==> src/rtl/serial_probe_master.sv <==
//------------------------------------------------------------------------------
// serial_probe_master
//
// Purpose:
//    Host-side driver for a cs/i/o serial shift target. A start request sends a
//    CMD_BITS command word LSB first while chip-select is low. It then raises
//    chip-select for one serial clock so the target can latch and compare. It
//    finally clocks RESP_BITS response bits back LSB first and presents them
//    as one parallel word. This block generates the target's clock, select
//    and data.
//
// Ports:
//    i_clk       system clock, all logic on the rising edge
//    i_rst       synchronous active-high reset
//    i_start     transaction request, honoured only while idle
//    i_txWord    command word, captured on the cycle start is accepted
//    o_busy      transaction in progress
//    o_done      one-cycle pulse, o_rxData valid from this cycle
//    o_rxData    received response, held until the next accepted start
//    o_spiClk    serial clock to the target (idles low)
//    o_spiCs     chip select to the target, active low (idles high)
//    o_spiMosi   serial data to the target
//    i_spiMiso   serial data from the target
//------------------------------------------------------------------------------
module serial_probe_master #(
   parameter int CMD_BITS  = 32,
   parameter int RESP_BITS = 256,
   parameter int CLK_DIV   = 2
) (
   input  logic                 i_clk,
   input  logic                 i_rst,
   input  logic                 i_start,
   input  logic [CMD_BITS-1:0]  i_txWord,
   output logic                 o_busy,
   output logic                 o_done,
   output logic [RESP_BITS-1:0] o_rxData,
   output logic                 o_spiClk,
   output logic                 o_spiCs,
   output logic                 o_spiMosi,
   input  logic                 i_spiMiso
);

   // The bit counter spans the longer of the two shift sequences; the divider
   // counter spans one half-period of the serial clock.
   localparam int MAX_BITS = (CMD_BITS > RESP_BITS) ? CMD_BITS : RESP_BITS;
   localparam int BIT_W    = (MAX_BITS > 1) ? $clog2(MAX_BITS) : 1;
   localparam int DIV_W    = (CLK_DIV > 1) ? $clog2(CLK_DIV) : 1;

   localparam logic [BIT_W-1:0] CMD_LAST  = BIT_W'(CMD_BITS - 1);
   localparam logic [BIT_W-1:0] RESP_LAST = BIT_W'(RESP_BITS - 1);
   localparam logic [DIV_W-1:0] DIV_LAST  = DIV_W'(CLK_DIV - 1);

   typedef enum logic [1:0] {
      IDLE,
      SEND,
      LATCH,
      READ
   } stateT;

   stateT                r_state;
   logic [DIV_W-1:0]     r_divCnt;
   logic [BIT_W-1:0]     r_bitCnt;
   logic [CMD_BITS-2:0]  r_txShift;
   logic                 r_busy;
   logic                 r_done;
   logic [RESP_BITS-1:0] r_rxData;
   logic                 r_spiClk;
   logic                 r_spiCs;
   logic                 r_spiMosi;

   logic                 w_phaseEnd;

   // A half-period of the serial clock is over when the divider reaches its
   // terminal count; every phase change of spi_clk happens on that edge.
   assign w_phaseEnd = (r_divCnt == DIV_LAST);

   // The whole transaction sequencer. Each bit slot is a low phase followed
   // by a high phase. The response bit is sampled on the edge that raises
   // spi_clk, before the target shifts on that same rising edge. Select and
   // data only move on the edge that starts a new low phase, so they are
   // settled long before the target's next rising edge. r_txShift holds the
   // command bits still to be sent; the bit currently on the line already
   // sits in r_spiMosi. The response is shifted in from the top so that the
   // first bit received ends up in bit 0 after the last slot. A start
   // request is refused during the done cycle; it is taken from the
   // following cycle.
   always_ff @(posedge i_clk) begin
      if (i_rst) begin
         r_state   <= IDLE;
         r_divCnt  <= '0;
         r_bitCnt  <= '0;
         r_txShift <= '0;
         r_busy    <= 1'b0;
         r_done    <= 1'b0;
         r_rxData  <= '0;
         r_spiClk  <= 1'b0;
         r_spiCs   <= 1'b1;
         r_spiMosi <= 1'b0;
      end else begin
         r_done <= 1'b0;
         if (r_state == IDLE) begin
            if (i_start && !r_done) begin
               r_state   <= SEND;
               r_busy    <= 1'b1;
               r_divCnt  <= '0;
               r_bitCnt  <= '0;
               r_spiClk  <= 1'b0;
               r_spiCs   <= 1'b0;
               r_spiMosi <= i_txWord[0];
               r_txShift <= i_txWord[CMD_BITS-1:1];
            end
         end else if (!w_phaseEnd) begin
            r_divCnt <= r_divCnt + 1'b1;
         end else begin
            r_divCnt <= '0;
            if (!r_spiClk) begin
               r_spiClk <= 1'b1;
               if (r_state == READ) begin
                  r_rxData <= {i_spiMiso, r_rxData[RESP_BITS-1:1]};
               end
            end else begin
               r_spiClk <= 1'b0;
               case (r_state)
                  SEND: begin
                     if (r_bitCnt == CMD_LAST) begin
                        r_state   <= LATCH;
                        r_bitCnt  <= '0;
                        r_spiCs   <= 1'b1;
                        r_spiMosi <= 1'b0;
                     end else begin
                        r_bitCnt  <= r_bitCnt + 1'b1;
                        r_spiMosi <= r_txShift[0];
                        r_txShift <= r_txShift >> 1;
                     end
                  end
                  LATCH: begin
                     r_state <= READ;
                     r_spiCs <= 1'b0;
                  end
                  READ: begin
                     if (r_bitCnt == RESP_LAST) begin
                        r_state  <= IDLE;
                        r_bitCnt <= '0;
                        r_spiCs  <= 1'b1;
                        r_busy   <= 1'b0;
                        r_done   <= 1'b1;
                     end else begin
                        r_bitCnt <= r_bitCnt + 1'b1;
                     end
                  end
                  default: begin
                     r_state <= IDLE;
                  end
               endcase
            end
         end
      end
   end

   // Every output comes straight from a register.
   assign o_busy    = r_busy;
   assign o_done    = r_done;
   assign o_rxData  = r_rxData;
   assign o_spiClk  = r_spiClk;
   assign o_spiCs   = r_spiCs;
   assign o_spiMosi = r_spiMosi;

endmodule
==> config.mk <==
export PLATFORM = sky130hd
export DESIGN_NAME = serial_probe_master
export DESIGN_NICKNAME = d
export VERILOG_FILES = /design/src/rtl/serial_probe_master.sv
export SDC_FILE = /design/constraint.sdc
export NUM_CORES = 1
export LEC_CHECK = 0
export ABC_AREA = 0
export ABC_CLOCK_PERIOD_IN_PS = 1660
export BUFFER_PORTS_ARGS = -buffer_cell sky130_fd_sc_hd__clkbuf_2
export CAP_MARGIN = 40
export CORE_MARGIN = 3
export CORE_UTILIZATION = 47
export DETAILED_ROUTE_END_ITERATION = 16
export GPL_ROUTABILITY_DRIVEN = 0
export PLACE_DENSITY = 0.78
export SYNTH_ARGS = -nofsm -noshare
export SYNTH_HDL_FRONTEND = slang
export SYNTH_SLANG_ARGS = --single-unit
==> constraint.sdc <==
create_clock -name i_clk -period 1.66 [get_ports i_clk]
set_input_delay 0.249 -clock i_clk [delete_from_list [all_inputs] [get_ports i_clk]]
set_output_delay 0.249 -clock i_clk [all_outputs]
set_load 0.01 [all_outputs]
# After elaboration in Yosys (flattened, before gate mapping)

Cells that the tools add are included.
Widths: inputs -> output; s select.

Flip-flop bits (word level): 303
Input port bits: 36
Output and inout port bits: 261
Logic and storage cells: 89

$add $sub $neg: 2
Equal/unequal tests: 9
Multiplexer cells: 45
Bitwise gates (word level): 4
Reduce and logical (&&, ||, !) cells: 19

Operator list:

| kind                | number |
|---|---|
| $mux 31             | 6 |
| $mux 8              | 6 |
| $mux 1              | 24 |
| $pmux 8 s2          | 1 |
| $reduce_and 5->1    | 3 |
| $mux 2              | 6 |
| $reduce_and 4->1    | 3 |
| $reduce_bool 2->1   | 5 |
| $add 8x1->8 const B | 1 |
| $eq 8x5->1 const B  | 1 |
| $eq 8x8->1 const B  | 1 |
| $pmux 2 s3          | 1 |
| $reduce_and 6->1    | 1 |
| $reduce_or 5->1     | 1 |
| $eq 2x2->1 const B  | 2 |
| $not 1->1           | 4 |
| $reduce_bool 4->1   | 1 |
| $ne 3x2->1 const B  | 1 |
| $ne 3x3->1 const B  | 1 |
| $pmux 1 s3          | 1 |
| $reduce_bool 3->1   | 1 |
| $eq 2x1->1 const B  | 1 |
| $logic_not 2->1     | 1 |
| $ne 2x1->1 const B  | 1 |
| 5 further kinds     | 5 |

# Depth between registers and ports, before layout

Word-level depth: 6
Depth in mapped cells: 9
Mapped depth without buffers: 6

# Worst setup path before layout

No wires, ideal clock.

Path kind: register to register
From: register r_state[0]
To: register r_rxData[214], in the netlist o_rxData[214]
Library setup time: 0.070 ns
Data arrival time: 1.695 ns
Required time: 1.590 ns
Setup slack: -0.105 ns
Stages on the path, launching flop included: 10
Buffers on the path: 3
Period minus slack after synthesis: 1.765 ns
Cell sequence: dfxtp_1 inv_1 ha_1 buf_2 nand2b_4 nor3b_2 buf_2 buf_2 nand2_1 a21oi_1

Longest elaborated chain between the ends: 3
Elaborated cells between the ends (all ways): 4
Those cells by class: eq/ne (1); bitwise (1); reduce/logical (2)

RTL lines:

| element                             | RTL line | source |
|---|---|---|
| from (decl)                         | 60       | `stateT r_state;` |
| from (signal assigned)              | 89       | `r_state <= IDLE;` |
| from (signal assigned)              | 103      | `r_state <= SEND;` |
| from (signal assigned)              | 126      | `r_state <= LATCH;` |
| $logic_not 2->1                     | 101      | `if (r_state == IDLE) begin` |
| $not 1->1 (no source line)          | -        |  |
| $reduce_and 4->1 (no source line) * | -        |  |
| to (signal assigned)                | 119      | `r_rxData <= {i_spiMiso, r_rxData[RESP_BITS-1:1]};` |
| to (decl)                           | 66       | `logic [RESP_BITS-1:0] r_rxData;` |

Mark *: on every way between the ends. The rest lies on a longest branch, timed or not.
A chain may end at the register's enable or synchronous reset.

# Worst setup path after layout

From: register r_state[0]
To: register r_txShift[26]

Longest elaborated chain between the ends: 3
Elaborated cells between the ends (all ways): 9
Those cells by class: eq/ne (3); mux (1); reduce/logical (5)

RTL lines:

| element                                                    | RTL line | source |
|---|---|---|
| $eq 2x1->1 / $logic_not 2->1 (equally long branches)       | 123, 101 |  |
| $reduce_bool 2->1 (no source line) (tied with other cells) | -        |  |
| $reduce_and 5->1 (no source line)                          | -        |  |
| to (signal assigned)                                       | 110      | `r_txShift <= i_txWord[CMD_BITS-1:1];` |
| to (signal assigned)                                       | 133      | `r_txShift <= r_txShift >> 1;` |
| to (decl)                                                  | 63       | `logic [CMD_BITS-2:0] r_txShift;` |

Several ways; a longest one is shown, not always the timed one.

==> flow_metrics.py <==
metrics = {
    "status": {
        "outcome": "complete, but fails checks",
        "violations": "setup timing",
    },
    "worst_setup_path": {
        "worst_ep_required_time_ns": 2.10,
        "cp_max_fo": 11,
        "crit_slowest_cell": "dfxtp_4",
        "crit_arrival_ns": 2.39,
        "crit_path_start_kind": "flop",
        "critPathMaxStageDelay_ns": 0.37,
        "critPathBufInv": 3,
        "critPathCaptureType": "flop",
        "criticalPathCategory": "reg2reg",
        "path_cells": "inv_4, ha_4, nand4b_1, a21oi_4, buf_6, clkbuf_16, nor3_1, a211oi_1",
        "critical_path.top_delay_family": "compound AO/OA/AOI/OAI gates",
    },
    "cells_and_area": {
        "syn2layout_area_growth_pct": 45.1,
        "drive_above_1_share": 0.378,
        "final_cell_area_um2": 16200,
        "num_antenna_cells": 0,
        "fillers": 1640,
        "num-nets-final": 1752,
    },
    "clocking": {
        "cts_tree": "yes",
        "clkSinkCount": 303,
        "root_buffer": "clkbuf_16",
        "cts_max_level": 1,
        "numCtsBuffers": 30,
        "clk_pin_slew_ns": 0.06,
        "cts_buffer_depth": 3,
        "clock_latency_ns": 0.55,
    },
    "logic_synthesis": {
        "synth.most_common_cell": "nand2_1",
        "muxShareOfSynthArea": 0.0278,
        "synthXorXnorAreaFrac": 0,
        "syn_inst": 1372,
        "seq_area_frac_synth": 0.544,
        "synth_top_family_by_area": "simple AND/OR/NAND/NOR gates",
        "yosys-top-cells-count": "522 x nand2_1, 303 x dfxtp_1, 267 x a21oi_1",
        "yosys.area.top_type": "dfxtp_1",
        "syn_area_um2": 11200,
        "yosys.area_share.simple": 0.217,
        "synth_compound_area_frac": 0.156,
        "async_flop_share": 0,
        "synthDistinctLibCells": 47,
        "synth_edf_count": 0,
        "avgSynthCellArea_um2": 8.13,
        "syn_nets": 1414,
        "synthFlopType": "dfxtp_1",
        "synth_seq_cells": 303,
        "yosys.area_share.adder": 0.00673,
        "synth_area_leaders": "dfxtp_1 54%, nand2_1 18%, a21oi_1 12%, mux2i_1 2.8%, buf_2 2.2%",
        "synth_top_area_frac": 0.544,
        "ys_warn_count": 0,
    },
    "grt": {
        "gr-usage-met3": 0.0418,
        "grt_max_degree": 65,
        "grt_antenna_before_repair": 0,
        "overflow": 0,
        "grt_use_met1": 0.287,
        "grt_pass1_vias": 9884,
        "grt_first_pass_wirelength_mm": 49.8,
        "use_met2": 0.392,
        "grt.busiest_layer": "met2",
        "grtUsageTotal": 0.227,
    },
    "sta": {
        "setup_viol": 211,
        "fin_crit_ns": 1.95,
        "rsz0062_at_grt": "yes",
        "period_share": 1.17,
        "worstMarginPinSlew_ns": 0.592,
        "fin_skew_ns": 0.0141,
        "clock.fmax_mhz": 513,
        "max-slew-margin-rel": 0.605,
        "hold_violations": 0,
        "setup_slack_ns": -0.290,
        "slew_violations": 0,
    },
    "placement": {
        "dp_hpwl_mm": 19.9,
        "place_area_um2": 13300,
        "port_buffers": 296,
        "pre_cts_slack_ns": -0.105,
    },
    "floorplan": {
        "die_h_um": 160,
        "num_rows": 55,
        "pin_count": 297,
        "start_util": 0.485,
        "die_area_um2": 25600,
        "die_w_um": 160,
        "core-area_um2": 23000,
    },
    "power": {
        "ir_drop_v": 0.000760,
        "finalPower_uw": 16700,
        "leakage_uw": 0.00663,
        "cellPowerDensity_nw_per_um2": 1030,
    },
    "detailed_routing": {
        "drc": 0,
        "vias_per_cell": 5.50,
        "drt_iter0_drc": 1002,
        "avgRoutedWirePerCell_um": 17.5,
        "via_count": 11300,
        "drt_wl_total_mm": 35.8,
        "drtPass1Iterations": 6,
        "drtAntennaViolNets": 0,
    },
    "job": {
        "maxCapViolCount": 0,
    },
    "worst_hold_path": {
        "holdCritPathClass": "in2reg",
    },
}
-- report_power, final --
part | internal, µW | total [µW] | switching [µW]
Clock | 4030 | 6860 | 2830
Combinational | 1050 | 2200 | 1150
Sequential | 7470 | 7610 | 140
-- worst reg2reg max path: cells and delay by family, from the launching register on --
kind / cells / cell delay, ns
AOI/OAI and AO/OA: 2 / 0.57
buffers and inverters: 3 / 0.35
adders and majority gates: 1 / 0.18
and+or+nand+nor: 2 / 0.37
DFF: 1 / 0.37
-- timing repair --
action	CTS	global route
endpoints found under the setup margin	288	300
gates cloned	7	17
hold buffers	2	0
pin swaps	6	64
gates resized for setup	62	219
buffers inserted	11	12
endpoints found under the hold margin	2	0
-- cell families after synthesis --
kind of cell               Yosys count
adders and majority gates            6
muxes                               31
AOI/OAI and AO/OA                  321
and+or+nand+nor                    599
DFF                                303
buffers and inverters              112
-- state kept, by name, indices dropped and copies added (netlist names) --
signal and count:
o_busy 1, o_rxData 256, r_divCnt 1, o_spiCs 1
o_done 1, r_state 2, o_spiMosi 1, o_spiClk 1
r_txShift 31, r_bitCnt 8
-- metal layers --
layer | wire length [µm] | vias up | part of all wire
met3 | 2580 | 128 | 0.072
met1 | 14000 | 5352 | 0.39
li1 | - | 5249 | -
met5 | 0 | - | 0
met4 | 1650 | 0 | 0.046
met2 | 17600 | 528 | 0.49
-- through the flow --
step / cells / utilization / TNS [ns] / hold WS [ns]
after floorplan: 1372 / - / 0 / 0.385
after global placement: 1944 / 0.580 / -1.39 / 0.447
after global routing: 2047 / 0.704 / -32.57 / 0.0513
after detailed placement: 1944 / 0.580 / -11.34 / 0.455
final: 2047 / 0.704 / -7.76 / 0.0501
after CTS: 2020 / 0.646 / -2.19 / 0.0132
-- cell usage in the layout (no fill, tap or decap), types with 3 or more instances in the layout --
cell type / n
nand2_1: 487
dfxtp_1: 296
clkbuf_2: 295
a21oi_1: 159
a21oi_2: 108
buf_4: 49
clkbuf_16: 47
mux2i_1: 29
nor3_1: 29
buf_12: 28
nand2_4: 27
a211oi_2: 19
clkbuf_8: 11
clkbuf_1: 11
buf_6: 11
a211oi_1: 10
nand2_2: 8
buf_16: 8
nor2_1: 7
nand3b_1: 6
nand3_1: 6
dfxtp_2: 5
nor3_2: 4
nand4_1: 4
nand2b_1: 4
a2111oi_4: 3
inv_1: 3
o21ai_1: 3
a31oi_1: 3
o211ai_1: 3
ha_4: 3
buf_8: 3
-- area by class of cell --
type | instances | area, µm² | area share
Sequential cell | 303 | 6080 | 0.376
Timing Repair Buffer | 413 | 3230 | 0.199
Multi-Input combinational cell | 957 | 5460 | 0.337
Clock buffer | 52 | 955 | 0.0590
Clock inverter | 4 | 48.8 | 0.00301
Inverter | 5 | 23.8 | 0.00147
Tap cell | 313 | 392 | 0.0242
-- path summary, 6_finish.rpt --
kind / startpoint / end / slack (ns) / depth (start not counted)
hold reg to reg: o_rxData[0] / o_rxData[0] / 0.46 / 2
hold / removal: i_txWord[6] / r_txShift[5] / 0.05 / 3
setup / recovery: r_state[0] / r_txShift[26] / -0.29 / 8
setup reg to reg: r_state[0] / r_txShift[26] / -0.29 / 8
Note: power is estimated with default switching activity, not from simulation.
